===== config.mk =====
export PLATFORM = sky130hd
export DESIGN_NAME = vdp_sync_gen_flat
export DESIGN_NICKNAME = d
export VERILOG_FILES = /design/src/rtl/vdp_sync_if.sv /design/src/rtl/vdp_sync_gen.sv /design/src/flat_wrapper.sv
export SDC_FILE = /design/constraint.sdc
export NUM_CORES = 1
export LEC_CHECK = 0
export ABC_CLOCK_PERIOD_IN_PS = 3700
export CAP_MARGIN = 10
export CORE_ASPECT_RATIO = 1.75
export CORE_MARGIN = 2
export CORE_UTILIZATION = 30
export CTS_CLUSTER_SIZE = 8
export DETAILED_ROUTE_END_ITERATION = 12
export DONT_BUFFER_PORTS = 1
export PLACE_DENSITY = 0.56
export SLEW_MARGIN = 10
export SYNTH_ARGS = -nofsm -noshare
export SYNTH_HDL_FRONTEND = slang
export SYNTH_SLANG_ARGS = --single-unit

===== constraint.sdc =====
create_clock -name clk -period 3.7 [get_ports clk]
set_input_delay 0.74 -clock clk [delete_from_list [all_inputs] [get_ports clk]]
set_output_delay 0.74 -clock clk [all_outputs]
set_load 0.02 [all_outputs]

===== src/rtl/vdp_sync_if.sv =====
// Signal bundle between vdp_sync_gen and the display pipeline:
// SMS-scaled counters, render/line/frame strobes and VGA sync/blank.
interface vdp_sync_if;
    logic       left_col_blank;
    logic [7:0] hpos;
    logic [7:0] vpos;
    logic [7:0] render_line;
    logic       render_start;
    logic       vblank_irq_pulse;
    logic       next_line;
    logic       hsync;
    logic       vsync;
    logic       border;
    logic       blank;

    modport master (
        input  left_col_blank,
        output hpos, vpos, render_line, render_start, vblank_irq_pulse,
               next_line, hsync, vsync, border, blank
    );

    modport slave (
        output left_col_blank,
        input  hpos, vpos, render_line, render_start, vblank_irq_pulse,
               next_line, hsync, vsync, border, blank
    );
endinterface


===== src/rtl/vdp_sync_gen.sv =====
// 640x480 VGA timing generator that maps a centred 512x384 window onto SMS
// pixel/line indices (2x scaling). All outputs are registered decodes of the
// (hcnt, vcnt) position of the previous cycle.
module vdp_sync_gen #(
    parameter int H_TOTAL  = 800,
    parameter int V_TOTAL  = 525,
    parameter int H_BORDER = 64,
    parameter int V_BORDER = 48
) (
    input  logic       clk,
    input  logic       reset_n,
    vdp_sync_if.master sync
);
    typedef logic [11:0] cnt_t;

    localparam cnt_t H_LAST    = cnt_t'(H_TOTAL - 1);
    localparam cnt_t V_LAST    = cnt_t'(V_TOTAL - 1);
    localparam cnt_t H_WRAP    = cnt_t'(H_TOTAL - H_BORDER);
    localparam cnt_t V_WRAP    = cnt_t'(V_TOTAL - V_BORDER);
    localparam cnt_t H_BRD     = cnt_t'(H_BORDER);
    localparam cnt_t V_BRD     = cnt_t'(V_BORDER);
    localparam cnt_t H_ACT_END = cnt_t'(H_BORDER + 512);
    localparam cnt_t V_ACT_END = cnt_t'(V_BORDER + 384);
    localparam cnt_t H_LCB_END = cnt_t'(H_BORDER + 16);
    localparam cnt_t RS_FIRST  = cnt_t'(V_BORDER - 2);
    localparam cnt_t RS_LAST   = cnt_t'(V_BORDER - 2 + 382);
    localparam cnt_t HS_START  = 12'd656;
    localparam cnt_t HS_END    = 12'd752;
    localparam cnt_t VS_START  = 12'd490;
    localparam cnt_t VS_END    = 12'd492;
    localparam cnt_t H_VIS     = 12'd640;
    localparam cnt_t V_VIS     = 12'd480;

    typedef struct packed {
        logic [7:0] hpos;
        logic [7:0] vpos;
        logic [7:0] render_line;
        logic       render_start;
        logic       vblank_irq_pulse;
        logic       next_line;
        logic       hsync;
        logic       vsync;
        logic       border;
        logic       blank;
    } out_t;

    localparam out_t OUT_RESET = '{
        hpos: 8'h00, vpos: 8'h00, render_line: 8'h00,
        render_start: 1'b0, vblank_irq_pulse: 1'b0, next_line: 1'b0,
        hsync: 1'b1, vsync: 1'b1, border: 1'b1, blank: 1'b1
    };

    cnt_t hcnt_q, hcnt_d;
    cnt_t vcnt_q, vcnt_d;
    out_t out_q, out_d;
    cnt_t h_ofs, v_ofs, s_line, rs_diff;
    logic blank_c;

    // NOTE: every variable driven here gets a default first, so no path can infer a latch.
    always_comb begin
        hcnt_d = hcnt_q + 12'd1;
        vcnt_d = vcnt_q;
        if (hcnt_q == H_LAST) begin
            hcnt_d = '0;
            vcnt_d = (vcnt_q == V_LAST) ? '0 : vcnt_q + 12'd1;
        end
    end

    always_comb begin
        // Positions relative to the active window, wrapped into 0..TOTAL-1.
        h_ofs   = (hcnt_q >= H_BRD) ? hcnt_q - H_BRD : hcnt_q + H_WRAP;
        v_ofs   = (vcnt_q >= V_BRD) ? vcnt_q - V_BRD : vcnt_q + V_WRAP;
        s_line  = v_ofs >> 1;
        rs_diff = vcnt_q - RS_FIRST;
        blank_c = (hcnt_q >= H_VIS) || (vcnt_q >= V_VIS);

        out_d       = out_q;
        out_d.hpos  = 8'(h_ofs >> 1);
        // SMS V counter jumps back from 0xDA to 0xD5 after line 218.
        out_d.vpos  = (s_line <= 12'd218) ? 8'(s_line) : 8'(s_line - 12'd6);
        out_d.hsync = !((hcnt_q >= HS_START) && (hcnt_q < HS_END));
        out_d.vsync = !((vcnt_q >= VS_START) && (vcnt_q < VS_END));
        out_d.blank = blank_c;
        out_d.border = !blank_c &&
                       ((hcnt_q < H_BRD) || (hcnt_q >= H_ACT_END) ||
                        (vcnt_q < V_BRD) || (vcnt_q >= V_ACT_END) ||
                        (sync.left_col_blank && (hcnt_q >= H_BRD) && (hcnt_q < H_LCB_END)));

        out_d.next_line        = (hcnt_q == '0) && !v_ofs[0] && (vcnt_q != '0);
        out_d.vblank_irq_pulse = out_d.next_line && (s_line == 12'd193);
        // Render request one SMS line ahead of display: two VGA lines early.
        out_d.render_start     = (hcnt_q == '0) && (vcnt_q >= RS_FIRST) &&
                                 (vcnt_q <= RS_LAST) && !rs_diff[0];
        if (out_d.render_start) begin
            out_d.render_line = 8'(rs_diff >> 1);
        end
    end

    // NOTE: sequential state uses non-blocking assignments so all registers see pre-edge values.
    always_ff @(posedge clk or negedge reset_n) begin
        if (!reset_n) begin
            hcnt_q <= '0;
            vcnt_q <= '0;
            out_q  <= OUT_RESET;
        end else begin
            hcnt_q <= hcnt_d;
            vcnt_q <= vcnt_d;
            out_q  <= out_d;
        end
    end

    assign sync.hpos             = out_q.hpos;
    assign sync.vpos             = out_q.vpos;
    assign sync.render_line      = out_q.render_line;
    assign sync.render_start     = out_q.render_start;
    assign sync.vblank_irq_pulse = out_q.vblank_irq_pulse;
    assign sync.next_line        = out_q.next_line;
    assign sync.hsync            = out_q.hsync;
    assign sync.vsync            = out_q.vsync;
    assign sync.border           = out_q.border;
    assign sync.blank            = out_q.blank;
endmodule

===== src/flat_wrapper.sv =====
// flat-port wrapper written by rule: the top's interface ports become plain ports
module vdp_sync_gen_flat 
#(
    parameter int H_TOTAL  = 800,
    parameter int V_TOTAL  = 525,
    parameter int H_BORDER = 64,
    parameter int V_BORDER = 48
)
  (clk, reset_n, sync_left_col_blank, sync_hpos, sync_vpos, sync_render_line, sync_render_start, sync_vblank_irq_pulse, sync_next_line, sync_hsync, sync_vsync, sync_border, sync_blank);
  vdp_sync_if sync_i ();
  input  logic clk;
  input  logic reset_n;
  input wire logic [$bits(sync_i.left_col_blank)-1:0] sync_left_col_blank;
  output wire logic [$bits(sync_i.hpos)-1:0] sync_hpos;
  output wire logic [$bits(sync_i.vpos)-1:0] sync_vpos;
  output wire logic [$bits(sync_i.render_line)-1:0] sync_render_line;
  output wire logic [$bits(sync_i.render_start)-1:0] sync_render_start;
  output wire logic [$bits(sync_i.vblank_irq_pulse)-1:0] sync_vblank_irq_pulse;
  output wire logic [$bits(sync_i.next_line)-1:0] sync_next_line;
  output wire logic [$bits(sync_i.hsync)-1:0] sync_hsync;
  output wire logic [$bits(sync_i.vsync)-1:0] sync_vsync;
  output wire logic [$bits(sync_i.border)-1:0] sync_border;
  output wire logic [$bits(sync_i.blank)-1:0] sync_blank;
  assign sync_i.left_col_blank = sync_left_col_blank;
  assign sync_hpos = sync_i.hpos;
  assign sync_vpos = sync_i.vpos;
  assign sync_render_line = sync_i.render_line;
  assign sync_render_start = sync_i.render_start;
  assign sync_vblank_irq_pulse = sync_i.vblank_irq_pulse;
  assign sync_next_line = sync_i.next_line;
  assign sync_hsync = sync_i.hsync;
  assign sync_vsync = sync_i.vsync;
  assign sync_border = sync_i.border;
  assign sync_blank = sync_i.blank;
  vdp_sync_gen #(.H_TOTAL(H_TOTAL), .V_TOTAL(V_TOTAL), .H_BORDER(H_BORDER), .V_BORDER(V_BORDER)) u_core (.clk(clk), .reset_n(reset_n), .sync(sync_i));
endmodule

==> impl_metrics.tcl <==
set metrics [dict create \
    worst_setup_sp_type "flop" \
    synth_enable_flop_cells 0 \
    period_needed_ns 3.17 \
    synth-async-reset-ratio_pct 100 \
    antenna_left 0 \
    rows 50 \
    final-seq-area_sq_um 1380 \
    hold_path_class "input port to async pin" \
    tritoncts_buffers 5 \
    run_status "finished, final reports clean" \
    grt_pass1_vias 2591 \
    grt_start_max_net_pins 56 \
    num_io_pins 34 \
    final.setup.worst_slack_ns 0.531 \
    floorplan.die.width_um 82.3 \
    top_cells_by_area_in_the_synthesized_netlist "sky130_fd_sc_hd__dfrtp_1, sky130_fd_sc_hd__ha_1, sky130_fd_sc_hd__xnor2_1" \
    areaGrowthSynthToFinish_pct 8.74 \
    final.fill_count 1089 \
    arrival_ns 3.35 \
    drt_pre_antenna_iters 4 \
    hpwlAfterDp_um 6670 \
    criticalPathCategory "flop to flop" \
    post_drt_wl_per_cell_um 18.7 \
    post_route_cells_drive_above_1_share_pct 9.55 \
    final.period_utilization_pct 85.7 \
    synth.ff_latch_count 55 \
    slew_violations 0 \
    synth_top_area_share_pct 39.6 \
    h-tree-depth 2 \
    layout_commonest_cell "sky130_fd_sc_hd__dfrtp_1" \
    cts_num_sinks 55 \
    drv.max_cap_violation_count 0 \
    setup.worst_path.end_class "flop" \
    multi_input_area_sq_um 1720 \
    max_slew_margin_pct 53.1 \
    yosys.area.top_type "sky130_fd_sc_hd__dfrtp_1" \
    place_worst_setup_slack_ns 0.572 \
    dieArea_sq_um 11600 \
    core_sq_um 10600 \
    top_usage_layer "met2" \
    layout.cells.most_common_list "sky130_fd_sc_hd__dfrtp_1, sky130_fd_sc_hd__nand2_1, sky130_fd_sc_hd__xnor2_1" \
    tritoncts "done" \
    insertion_delay_ns 0.30 \
    cts_root_buffer "sky130_fd_sc_hd__clkbuf_16" \
    setup_violators_final 0 \
    portBuffers 0 \
    drc_errors 0 \
    finClkSkew_ns 0.00516 \
    gp_congestion 0.933 \
    cts-resized-gates 0 \
    synthesis.area_per_instance_sq_um 9.50 \
    route.detailed.vias_per_inst 5.35 \
    ir_worst_vdd_v 0.000163 \
    globalRoute.totalOverflow 0 \
    design.final.nets 356 \
    number_of_antenna_violations_at_the_first_check_in_global_routing 0 \
    critical_path_required_ns 3.88 \
    die_h_um 141 \
    worst_setup_hold_path_clk_slew_ns 0.07 \
    gr_layer_usage_met2_pct 29.5 \
    initialDrtViolationCount 165 \
    start_util_pct 30.4 \
    fmaxAchievable_mhz 316 \
    drt-total-wl_um 8690 \
    postSynthCellCount 339 \
    postSynthNetCount 361 \
    power_leakage_nw 1.55 \
    antenna_cells_inserted 0 \
    cellPowerDensity_nw_per_um2 312 \
    max_slew.worst_pin.slew_ns 0.698 \
    yosysUniqueCellTypes 52 \
    grt.total_usage_pct 16.2 \
    rsz0062_at_grt "false" \
    grt_pass1_wl_um 13800 \
    synthesis.area_sq_um 3220 \
    post-cts-setup-buffers 0 \
    finalHoldViolations 0 \
    share_of_the_yosys_chip_area_belonging_to_registers_pct 42.9 \
    gr-usage-met3_pct 2.82 \
    synthesis.yosys.warnings 0 \
    tns_ns 0 \
    holdBufCountCts 0 \
    ys.flop_type "sky130_fd_sc_hd__dfrtp_1" \
    crit_path_max_fanout 11 \
    groute.layer.met1.usage_pct 15.7 \
    via_count 2487 \
    longest_clk_path_bufs 2 \
]
==> worst max-delay path, stage by stage, from the launching register on <==
cell and delay (ns):
sky130_fd_sc_hd__dfrtp_1 0.51, sky130_fd_sc_hd__ha_1 0.26, sky130_fd_sc_hd__or4_4 0.59, sky130_fd_sc_hd__nor2_8 0.19
sky130_fd_sc_hd__nand2_1 0.09, sky130_fd_sc_hd__xnor2_1 0.27, sky130_fd_sc_hd__inv_1 0.09, sky130_fd_sc_hd__ha_1 0.21
sky130_fd_sc_hd__a2111oi_2 0.25, sky130_fd_sc_hd__o21ai_2 0.11, sky130_fd_sc_hd__nand2_1 0.14, sky130_fd_sc_hd__mux2_1 0.33
==> cells by family after synthesis <==
logic type      share of synthesized area [%]
xor+xnor                                 9.52
compound gates                           12.5
buf+inv                                  3.81
fa+ha+maj                                7.38
mux                                      4.16
simple gates                             19.7
flops                                    42.9
==> synth_stat cells (4+ instances only) <==
| cell | count |
|---|---|
| sky130_fd_sc_hd__nor3_1 | 11 |
| sky130_fd_sc_hd__a21oi_1 | 13 |
| sky130_fd_sc_hd__mux2_2 | 7 |
| sky130_fd_sc_hd__xnor2_1 | 26 |
| sky130_fd_sc_hd__buf_2 | 5 |
| sky130_fd_sc_hd__dfrtp_1 | 51 |
| sky130_fd_sc_hd__ha_1 | 19 |
| sky130_fd_sc_hd__o21ai_0 | 24 |
| sky130_fd_sc_hd__nand4_1 | 7 |
| sky130_fd_sc_hd__clkbuf_1 | 9 |
| sky130_fd_sc_hd__nand3_1 | 17 |
| sky130_fd_sc_hd__inv_1 | 14 |
| sky130_fd_sc_hd__and3_1 | 6 |
| sky130_fd_sc_hd__nand2_1 | 37 |
| sky130_fd_sc_hd__dfstp_2 | 4 |
| sky130_fd_sc_hd__nor2_1 | 20 |
| sky130_fd_sc_hd__nand2b_1 | 4 |
| sky130_fd_sc_hd__xor2_1 | 9 |
==> path summary, 6_finish.rpt <==
path                                       start             endpoint  slack (ns)  cells past startpoint
worst max-delay path            u_core.vcnt_q[5]  u_core.sync.vpos[2]        0.53                     11
worst min-delay path                     reset_n     u_core.hcnt_q[4]        0.13                      0
worst max register to register  u_core.vcnt_q[5]  u_core.sync.vpos[2]        0.53                     11
worst min register to register  u_core.hcnt_q[1]  u_core.sync.hpos[0]        0.46                      0
max in group asynchronous                reset_n    u_core.sync.hsync        3.39                      0
min in group clk                u_core.hcnt_q[1]  u_core.sync.hpos[0]        0.46                      0
==> stage by stage <==
| stage | total power, mW | instance area (sq um) | instances | utilization [%] | hold slack, ns |
|---|---|---|---|---|---|
| 2_1_floorplan | 0.613 | 3220 | 339 | - | 0.397 |
| 3_3_place_gp | 0.613 | 3350 | 457 | 31.7 | 0.446 |
| 3_5_place_dp | 0.613 | 3350 | 457 | 31.7 | 0.446 |
| 4_1_cts | 1.11 | 3500 | 465 | 33.1 | 0.122 |
| 5_1_grt | 1.13 | 3500 | 465 | 33.1 | 0.115 |
| 6_report | 1.09 | 3500 | 465 | 33.1 | 0.131 |
==> cell type report <==
class / instances / share of cell area, %
multi-input cells: 253 / 49.0
flip-flops and latches: 55 / 39.5
well taps: 130 / 4.65
clock buffers: 7 / 4.07
inverters: 14 / 1.50
repair buffers: 5 / 1.07
clock inverters: 1 / 0.250
==> state kept, by name, indices dropped and copies added (netlist names) <==
name / count
u_core.sync.hsync: 1
u_core.sync.vsync: 1
u_core.sync.border: 1
u_core.sync.hpos: 8
u_core.sync.render_line: 8
u_core.sync.render_start: 1
u_core.sync.blank: 1
u_core.vcnt_q: 12
u_core.sync.next_line: 1
u_core.hcnt_q: 12
u_core.sync.vblank_irq_pulse: 1
u_core.sync.vpos: 8
==> where the power goes <==
group | internal, mW | switching (mW)
combinational | 0.000279 | 0.000135
sequential | 0.601 | 0
clock | 0.271 | 0.219
==> per-layer routing <==
metal | up-vias | routed length [um]
li1 | 1175 | -
met3 | 27 | 211
met1 | 1224 | 2950
met2 | 61 | 5030
met5 | - | 0
met4 | 0 | 494
Power figures use the tool's default switching activity.
